File: config.mk
export PLATFORM = sky130hd
export DESIGN_NAME = request_agent
export DESIGN_NICKNAME = d
export VERILOG_FILES = /design/src/rtl/arb_pkg.sv /design/src/rtl/prio_ager.sv /design/src/rtl/request_agent.sv
export SDC_FILE = /design/constraint.sdc
export NUM_CORES = 1
export LEC_CHECK = 0
export BUFFER_PORTS_ARGS = -buffer_cell sky130_fd_sc_hd__clkbuf_2
export CORE_MARGIN = 2
export CORE_UTILIZATION = 50
export DETAILED_ROUTE_END_ITERATION = 12
export GPL_ROUTABILITY_DRIVEN = 0
export PLACE_DENSITY = 0.77
export REMOVE_ABC_BUFFERS = 1
export SETUP_SLACK_MARGIN = 0.15
export SLEW_MARGIN = 40
export SYNTH_ARGS = -nofsm -noshare
export SYNTH_HDL_FRONTEND = slang
export SYNTH_SLANG_ARGS = --single-unit
File: constraint.sdc
create_clock -name clk -period 2.9 [get_ports clk]
set_input_delay 0.145 -clock clk [delete_from_list [all_inputs] [get_ports clk]]
set_output_delay 0.145 -clock clk [all_outputs]
set_load 0.01 [all_outputs]
File: src/rtl/arb_pkg.sv
// Types shared by the request agents and the two-requester priority arbiter.
package arb_pkg;

  typedef logic [1:0] prio_t;

  localparam prio_t PRIO_MAX = 2'd3;

  typedef enum logic [1:0] {
    IDLE,
    WAIT,
    OWN,
    RELEASE
  } agent_state_t;

  // Priority only ever climbs to PRIO_MAX; it must never wrap back to 0.
  function automatic prio_t prio_sat_inc(input prio_t p);
    return (p == PRIO_MAX) ? PRIO_MAX : prio_t'(p + 2'd1);
  endfunction

endpackage

File: src/rtl/prio_ager.sv
// Saturating priority register with an interval counter; steps priority once
// per AGE_INTERVAL consecutive ticks.
module prio_ager
  import arb_pkg::*;
#(
  parameter int AGE_INTERVAL = 8
) (
  input  logic  clk,
  input  logic  rst_n,
  input  logic  load,
  input  prio_t load_val,
  input  logic  tick,
  input  logic  clr_age,
  output prio_t prio
);

  localparam int AW = $clog2(AGE_INTERVAL);

  logic [AW-1:0] age_q, age_d;
  prio_t         prio_q, prio_d;

  // load wins over clr_age, which wins over tick
  always_comb begin
    age_d  = age_q;
    prio_d = prio_q;
    if (load) begin
      prio_d = load_val;
      age_d  = '0;
    end else if (clr_age) begin
      age_d = '0;
    end else if (tick) begin
      if (age_q == AW'(AGE_INTERVAL - 1)) begin
        age_d  = '0;
        prio_d = prio_sat_inc(prio_q);
      end else begin
        age_d = age_q + AW'(1);
      end
    end
  end

  always_ff @(posedge clk or negedge rst_n) begin
    if (!rst_n) begin
      age_q  <= '0;
      prio_q <= '0;
    end else begin
      age_q  <= age_d;
      prio_q <= prio_d;
    end
  end

  assign prio = prio_q;

endmodule

File: src/rtl/request_agent.sv
// Per-requester front end for the priority arbiter: accepts one job, requests
// until len grant cycles are collected, ages priority while denied, then releases.
module request_agent
  import arb_pkg::*;
#(
  parameter int BURST_W      = 4,
  parameter int AGE_INTERVAL = 8
) (
  input  logic               clk,
  input  logic               rst_n,
  input  logic               job_valid,
  input  logic [BURST_W-1:0] job_len,
  input  prio_t              base_prio,
  output logic               job_ready,
  output logic               req,
  output prio_t              prio,
  input  logic               grant,
  output logic               done
);

  agent_state_t       state_q, state_d;
  logic [BURST_W-1:0] cnt_q, cnt_d;
  logic [BURST_W-1:0] len_q, len_d;
  logic               req_q, req_d;
  logic               done_q, done_d;
  logic [BURST_W-1:0] cnt_inc;
  logic               ager_load, ager_tick, ager_clr;
  prio_t              ager_load_val;

  assign cnt_inc = cnt_q + BURST_W'(1);

  always_comb begin
    state_d       = state_q;
    cnt_d         = cnt_q;
    len_d         = len_q;
    ager_load     = 1'b0;
    ager_load_val = base_prio;
    ager_tick     = 1'b0;
    ager_clr      = 1'b0;
    case (state_q)
      IDLE: begin
        if (job_valid) begin
          len_d     = (job_len == '0) ? BURST_W'(1) : job_len;
          cnt_d     = '0;
          ager_load = 1'b1;
          state_d   = WAIT;
        end
      end
      WAIT: begin
        if (grant) begin
          cnt_d    = cnt_inc;
          ager_clr = 1'b1;
          state_d  = (cnt_inc == len_q) ? RELEASE : OWN;
        end else begin
          ager_tick = 1'b1;
        end
      end
      OWN: begin
        // Preemption keeps cnt, so only the remaining grants are re-requested.
        ager_clr = 1'b1;
        if (grant) begin
          cnt_d = cnt_inc;
          if (cnt_inc == len_q) state_d = RELEASE;
        end else begin
          state_d = WAIT;
        end
      end
      RELEASE: begin
        // Priority reads 0 again once back in IDLE.
        ager_load     = 1'b1;
        ager_load_val = '0;
        state_d       = IDLE;
      end
      default: state_d = IDLE;
    endcase
    req_d  = (state_d == WAIT) || (state_d == OWN);
    done_d = (state_d == RELEASE);
  end

  always_ff @(posedge clk or negedge rst_n) begin
    if (!rst_n) begin
      state_q <= IDLE;
      cnt_q   <= '0;
      len_q   <= '0;
      req_q   <= 1'b0;
      done_q  <= 1'b0;
    end else begin
      state_q <= state_d;
      cnt_q   <= cnt_d;
      len_q   <= len_d;
      req_q   <= req_d;
      done_q  <= done_d;
    end
  end

  prio_ager #(
    .AGE_INTERVAL(AGE_INTERVAL)
  ) u_ager (
    .clk      (clk),
    .rst_n    (rst_n),
    .load     (ager_load),
    .load_val (ager_load_val),
    .tick     (ager_tick),
    .clr_age  (ager_clr),
    .prio     (prio)
  );

  assign job_ready = (state_q == IDLE);
  assign req       = req_q;
  assign done      = done_q;

endmodule

==> run_results.csv, run 1 <==
group,metric,value,unit
yosys,yosysMostFrequentCell,"dfrtp_1",
yosys,synth_edf_count,0,
critical_path,critPathTopFamily,"compound AO/OA/AOI/OAI gates",
critical_path,reg2reg_slack,1180,ps
critical_path,path_class,"reg2reg",
routing,drtAntennaViolNets,0,
yosys,ys_top_cells_by_area,"dfrtp_1, ha_1, a21oi_1",
yosys,synth_area,970.9,um^2
yosys,synthDominantCellAreaShare,43.81,%
clocking,cts.sinks,17,
routing,first_iter_violations,10,
power,comb_power_share,50.7,%
power,p_leak,0.5450,nW
sta,finalMaxSlewViolations,0,
yosys,yosys.area.top_type,"dfrtp_1",
global_routing,track_usage,17.26,%
power,clockPowerShare,11.4,%
power,pwr-share-seq,37.9,%
power,ir_worst_vdd,0.5152,mV
clocking,hold_buffers,1,
critical_path,slowest_stage,"dfrtp_1",
power,switching_share,41.15,%
global_routing,grt_pass1_wl,2711,um
power,power.internal,638.1,uW
critical_path,critPathArrivalTime,1900,ps
die,start_util,54.46,%
die,rows,15,
final_layout,final_area,1110,um^2
routing,post_drt_wl_per_cell,12.65,um
clocking,cts_tree,"done",
critical_path,path_max_fanout,7,
die,die_y,48.07,um
yosys,synth_common_cells,"dfrtp_1, a21oi_1, ha_1",
routing,drc,0,
final_layout,insertedDiodeCount,0,
routing,dr_total_vias,714,
yosys,muxShareOfSynthArea,7.603,%
sta,fmax,583.0,MHz
global_routing,grt_start_max_net_pins,18,
routing,avgViaCountPerCell,5.250,
sta,rsz0062_at_grt,"no",
placement,dp_hpwl,1385,um
yosys,seq_area_frac_synth,43.81,%
final_layout,final_nets,130,
sta,hold_viol_final,0,
sta,tns,0,ps
critical_path,path_buf_inv,1,
yosys,synth_top_family_by_area,"compound AO/OA/AOI/OAI gates",
routing,first_pass_iters,4,
yosys,synthFlopType,"dfrtp_1",
yosys,synth_cell_types,26,
final_layout,stdcell_count,136,
final_layout,nFillCells,167,
yosys,synth_fa_ha_area_share,10.31,%
die,die_w,48.07,um
clocking,clock_latency,290,ps
yosys,syn_inst,92,
critical_path,path_cells,"inv_1, ha_1, a211oi_4, o21ai_0, o2bb2ai_1",
placement,placed_cells,131,
yosys,synth.avg_cell_area,10.55,um^2
final_layout,layout-drive-gt1-share,23.42,%
clocking,clk_pin_slew,100,ps
power,p_sw,446.3,uW
min_path,min_path_type,"in2reg",
power,powerDensity,977.1,nW/um^2
run_status,outcome,"finished, final reports clean",
clocking,post-cts-setup-buffers,0,
clocking,cts_root_buffer,"clkbuf_4",
critical_path,crit_path_start,"state_q[0]",
critical_path,worstPathRequired,3080,ps
run,cap_viol_max_count,0,
clocking,cts_buffer_depth,2,
yosys,ys_async_sr_fraction,100.0,%
critical_path,crit_path_max_incr_delay,420,ps
global_routing,grt_pass1_vias,635,
die,pin_count,15,
sta,setup_viol,0,
clocking,h-tree-depth,1,
critical_path,critPathLaunchType,"flop",
clocking,cts_resized,0,
final_layout,syn_to_final_growth,14.30,%
yosys,yosysWarnings,0,
placement,placed_area,1072,um^2
clocking,cts_made_buffers,3,
sta,whs,99.71,ps
yosys,yosys.area_share.simple,14.30,%
global_routing,antenna_found_initial,0,
global_routing,grt-ovfl-total,0,
placement,port_buffers,14,
critical_path,r2r_start,"state_q[0]",
critical_path,endpoint_kind,"flop",
min_path,hold_start,"job_len[2]",
sta,tightestPinTransition,421.6,ps
yosys,synth_compound_area_share,16.24,%
placement,dpl_worst_slack,1194,ps
die,die_area,2310,um^2
sta,skew,7.054,ps
sta,timing.final.crit_share,59.15,%
yosys,synth_seq_cells,17,
yosys,synth_xor_area_share,5.412,%
sta,layout_setup_ws,1185,ps
die,coreArea,1783,um^2
sta,fin_crit,1715,ps
routing,wl,1720,um
sta,relSlewSlack,71.90,%
[layout make-up]
class                      count  area [um^2]  share of cell area [%]
clock buffer                   3        22.52                   2.029
clock inverter                 1        5.005                  0.4510
inverter                       6        22.52                   2.029
timing repair buffer          15        80.08                   7.215
sequential                    17        425.4                   38.33
multi-input combinational     69        523.0                   47.13
tap                           25        31.28                   2.819
[state kept, by name, summed over array words and instances (netlist names)]
name / cells
done: 1
u_ager.prio: 2
u_ager.age_q: 3
len_q: 4
cnt_q: 4
state_q: 2
req: 1
[metal layers]
metal | vias up | GRT usage (%) | share of wire (%)
li1 | 367 | - | -
met1 | 328 | 23.65 | 47
met2 | 15 | 26.93 | 47
met3 | 4 | 3.396 | 4.4
met4 | 0 | 6.486 | 1.3
met5 | - | 0 | 0
[metrics by stage]
step | utilization, % | power, mW
global placement | 60.14 | 0.9445
global route | 62.25 | 1.182
finish | 62.25 | 1.084
floorplan | - | 0.8329
CTS | 62.25 | 1.099
detailed placement | 60.14 | 0.9732
[kinds of logic (layout without fill, tap and decap cells)]
family	Yosys count	count (layout)
mux	7	7
xor+xnor	6	6
compound gates	23	23
buf+inv	6	25
flops	17	17
fa+ha+maj	8	8
simple gates	25	25
[final timing paths]
path                                   endpoint  depth (start not counted)
min in group asynchronous            state_q[0]                          2
max in group asynchronous       u_ager.age_q[1]                          2
worst min register to register         len_q[0]                          2
worst min-delay path                   len_q[2]                          2
worst max register to register         cnt_q[2]                          5
worst max-delay path                   cnt_q[2]                          5
[power by group through the flow]
stage               logic [mW]  clock network [mW]  registers, mW
finish                   0.550               0.124          0.411
global route             0.623               0.137          0.422
CTS                      0.561               0.127          0.411
detailed placement       0.557                   0          0.416
global placement         0.535                   0          0.409
floorplan                0.423                   0          0.410
[placed cells by master, fill, tap and decap left out, drive strengths merged]
cell type | netlist | final
inv | 6 | 6
o21ai | 6 | 6
nand3b | 2 | 2
nor2b | 1 | 1
xnor2 | 4 | 4
dlygate4sd3 | 0 | 1
mux2 | 3 | 3
xor2 | 2 | 2
clkinv | 0 | 1
and3b | 1 | 1
nor3 | 3 | 3
nand2b | 2 | 2
o2bb2ai | 1 | 1
dfrtp | 17 | 17
ha | 8 | 8
o31ai | 1 | 1
clkbuf | 0 | 17
a21oi | 10 | 10
nand2 | 5 | 5
mux2i | 4 | 4
nand4 | 1 | 1
nor2 | 7 | 7
a22o | 1 | 1
nand3 | 3 | 3
o21bai | 1 | 1
a211oi | 3 | 3
Note: power is estimated with default switching activity, not from simulation.
==> inputs of run 2 (changes only) <==
CORE_UTILIZATION = 49   (was 50)
PLACE_DENSITY = 0.78   (was 0.77)
clock period = 1.55 ns   (was 2.9 ns; I/O delays follow)
==> run 2 against run 1 <==
  * The run now ends with setup timing left
  * Die area grew 1.9%
  * Count of clock-buffer cells in the layout grew 1
  * Routed wire length grew 31%
  * Setup slack lost 1200 ps
  * Sequential power grew 89%
==> run_results.csv, run 2 (synthesized netlist as in run 1, its figures left out) <==
group,metric,value,unit
placement,port_buffers,14,
min_path,min_path_type,"in2reg",
power,powerDensity,1986,nW/um^2
final_layout,final_cell_mix,"dfrtp_1, buf_4, clkbuf_2, a21oi_1, nor2_1",
clocking,cts_buffer_depth,2,
die,die_w,48.52,um
die,rows,16,
critical_path,path_cells,"ha_4, xnor2_2, nand4_1, a21oi_2, ha_1",
critical_path,worstPathRequired,1740,ps
global_routing,grt_pass1_vias,911,
routing,avgViaCountPerCell,5.071,
sta,setup_viol,2,
placement,dpl_worst_slack,-136.6,ps
clocking,cts.sinks,17,
final_layout,stdcell_count,156,
global_routing,antenna_found_initial,0,
critical_path,path_max_fanout,3,
critical_path,crit_path_max_incr_delay,440,ps
critical_path,critPathTopFamily,"adder cells",
final_layout,reg_top3,"cnt_q (4), len_q (4), u_ager.age_q (3)",
run_status,outcome,"complete, but fails checks",
die,start_util,50.52,%
critical_path,endpoint_kind,"flop",
critical_path,path_buf_inv,0,
global_routing,grt_pass1_wl,4105,um
clocking,clock_latency,300,ps
die,coreArea,1922,um^2
final_layout,syn_to_final_growth,39.18,%
global_routing,grt_start_max_net_pins,18,
power,p_leak,0.6598,nW
final_layout,final_area,1351,um^2
routing,drc,0,
clocking,cts_root_buffer,"clkbuf_4",
sta,timing.final.crit_share,103.1,%
placement,dp_hpwl,1535,um
placement,placed_area,1180,um^2
clocking,clk_pin_slew,100,ps
critical_path,path_class,"reg2reg",
routing,first_iter_violations,6,
final_layout,nFillCells,136,
global_routing,grt-ovfl-total,0,
clocking,cts_tree,"done",
sta,whs,20.98,ps
final_layout,multi_input_area,620.6,um^2
power,ir_worst_vdd,1.295,mV
sta,tightestPinTransition,436.3,ps
power,pwr-share-seq,28.9,%
sta,skew,7.970,ps
final_layout,layout-drive-gt1-share,44.19,%
sta,finalMaxSlewViolations,0,
global_routing,track_usage,22.75,%
final_layout,insertedDiodeCount,0,
final_layout,fin_util,70.31,%
power,clockPowerShare,9.1,%
critical_path,critPathLaunchType,"flop",
die,pin_count,15,
sta,fmax,626.0,MHz
run_status,violations,"setup timing",
power,comb_power_share,62.0,%
critical_path,slowest_stage,"dfrtp_1",
final_layout,layout_commonest_cell,"dfrtp_1",
sta,rsz0062_at_grt,"yes",
power,p_sw,1.074,mW
die,die_area,2354,um^2
clocking,h-tree-depth,1,
routing,wl,2245,um
power,finalPower,2.684,mW
die,die_y,48.52,um
sta,hold_viol_final,0,
run,cap_viol_max_count,0,
routing,dr_total_vias,791,
sta,fin_crit,1597,ps
routing,first_pass_iters,4,
final_layout,regArea,425.4,um^2
final_layout,final_nets,148,
placement,placed_cells,147,
sta,relSlewSlack,70.91,%
power,power.internal,1.610,mW
critical_path,critPathArrivalTime,1790,ps
clocking,cts_made_buffers,3,
routing,drtAntennaViolNets,0,
power,switching_share,40.02,%
routing,post_drt_wl_per_cell,14.39,um
sta,layout_setup_ws,-47.36,ps
sta,tns,-57.89,ps
==> run 2: layout make-up <==
type / count / share of cell area (%)
Clock buffer: 4 / 1.944
Sequential cell: 17 / 31.48
Inverter: 6 / 1.667
Tap cell: 27 / 2.500
Timing Repair Buffer: 33 / 16.48
Multi-Input combinational cell: 69 / 45.93
==> run 2: per-layer routing <==
layer | global-route usage [%] | vias to the layer above | part of all wire (%)
met1 | 26.46 | 372 | 42
met5 | 0 | - | 0
li1 | - | 398 | -
met3 | 3.395 | 5 | 2.4
met2 | 40.74 | 16 | 54
met4 | 11.43 | 0 | 1.9
==> run 2: worst paths after layout <==
check / from / end / slack, ps / cells past startpoint
max: cnt_q[1] / req / -50 / 5
min: base_prio[1] / u_ager.prio[1] / 20 / 3
max reg2reg: cnt_q[1] / req / -50 / 5
min reg2reg: len_q[0] / len_q[0] / 550 / 2
max in group asynchronous: rst_n / cnt_q[2] / 980 / 2
min in group asynchronous: rst_n / state_q[1] / 250 / 2
==> run 2: worst min-delay path, cell delays in order <==
cell      delay, ps
clkbuf_2         80
nand3b_1         60
o21ai_1          60
==> run 2: power by group through the flow <==
stage	Clock [mW]	Combinational (mW)	Sequential [mW]
2_1_floorplan	0	0.791	0.767
3_3_place_gp	0	1.23	0.748
3_5_place_dp	0	1.30	0.758
4_1_cts	0.249	1.58	0.765
5_1_grt	0.271	1.83	0.801
6_report	0.245	1.66	0.776
==> run 2: what timing repair did <==
item,CTS,global route
endpoints found under the hold margin,17,0
gates resized for setup,21,6
setup buffers,3,1
hold buffers,1,0
pin swaps,10,3
setup endpoints to repair,16,16
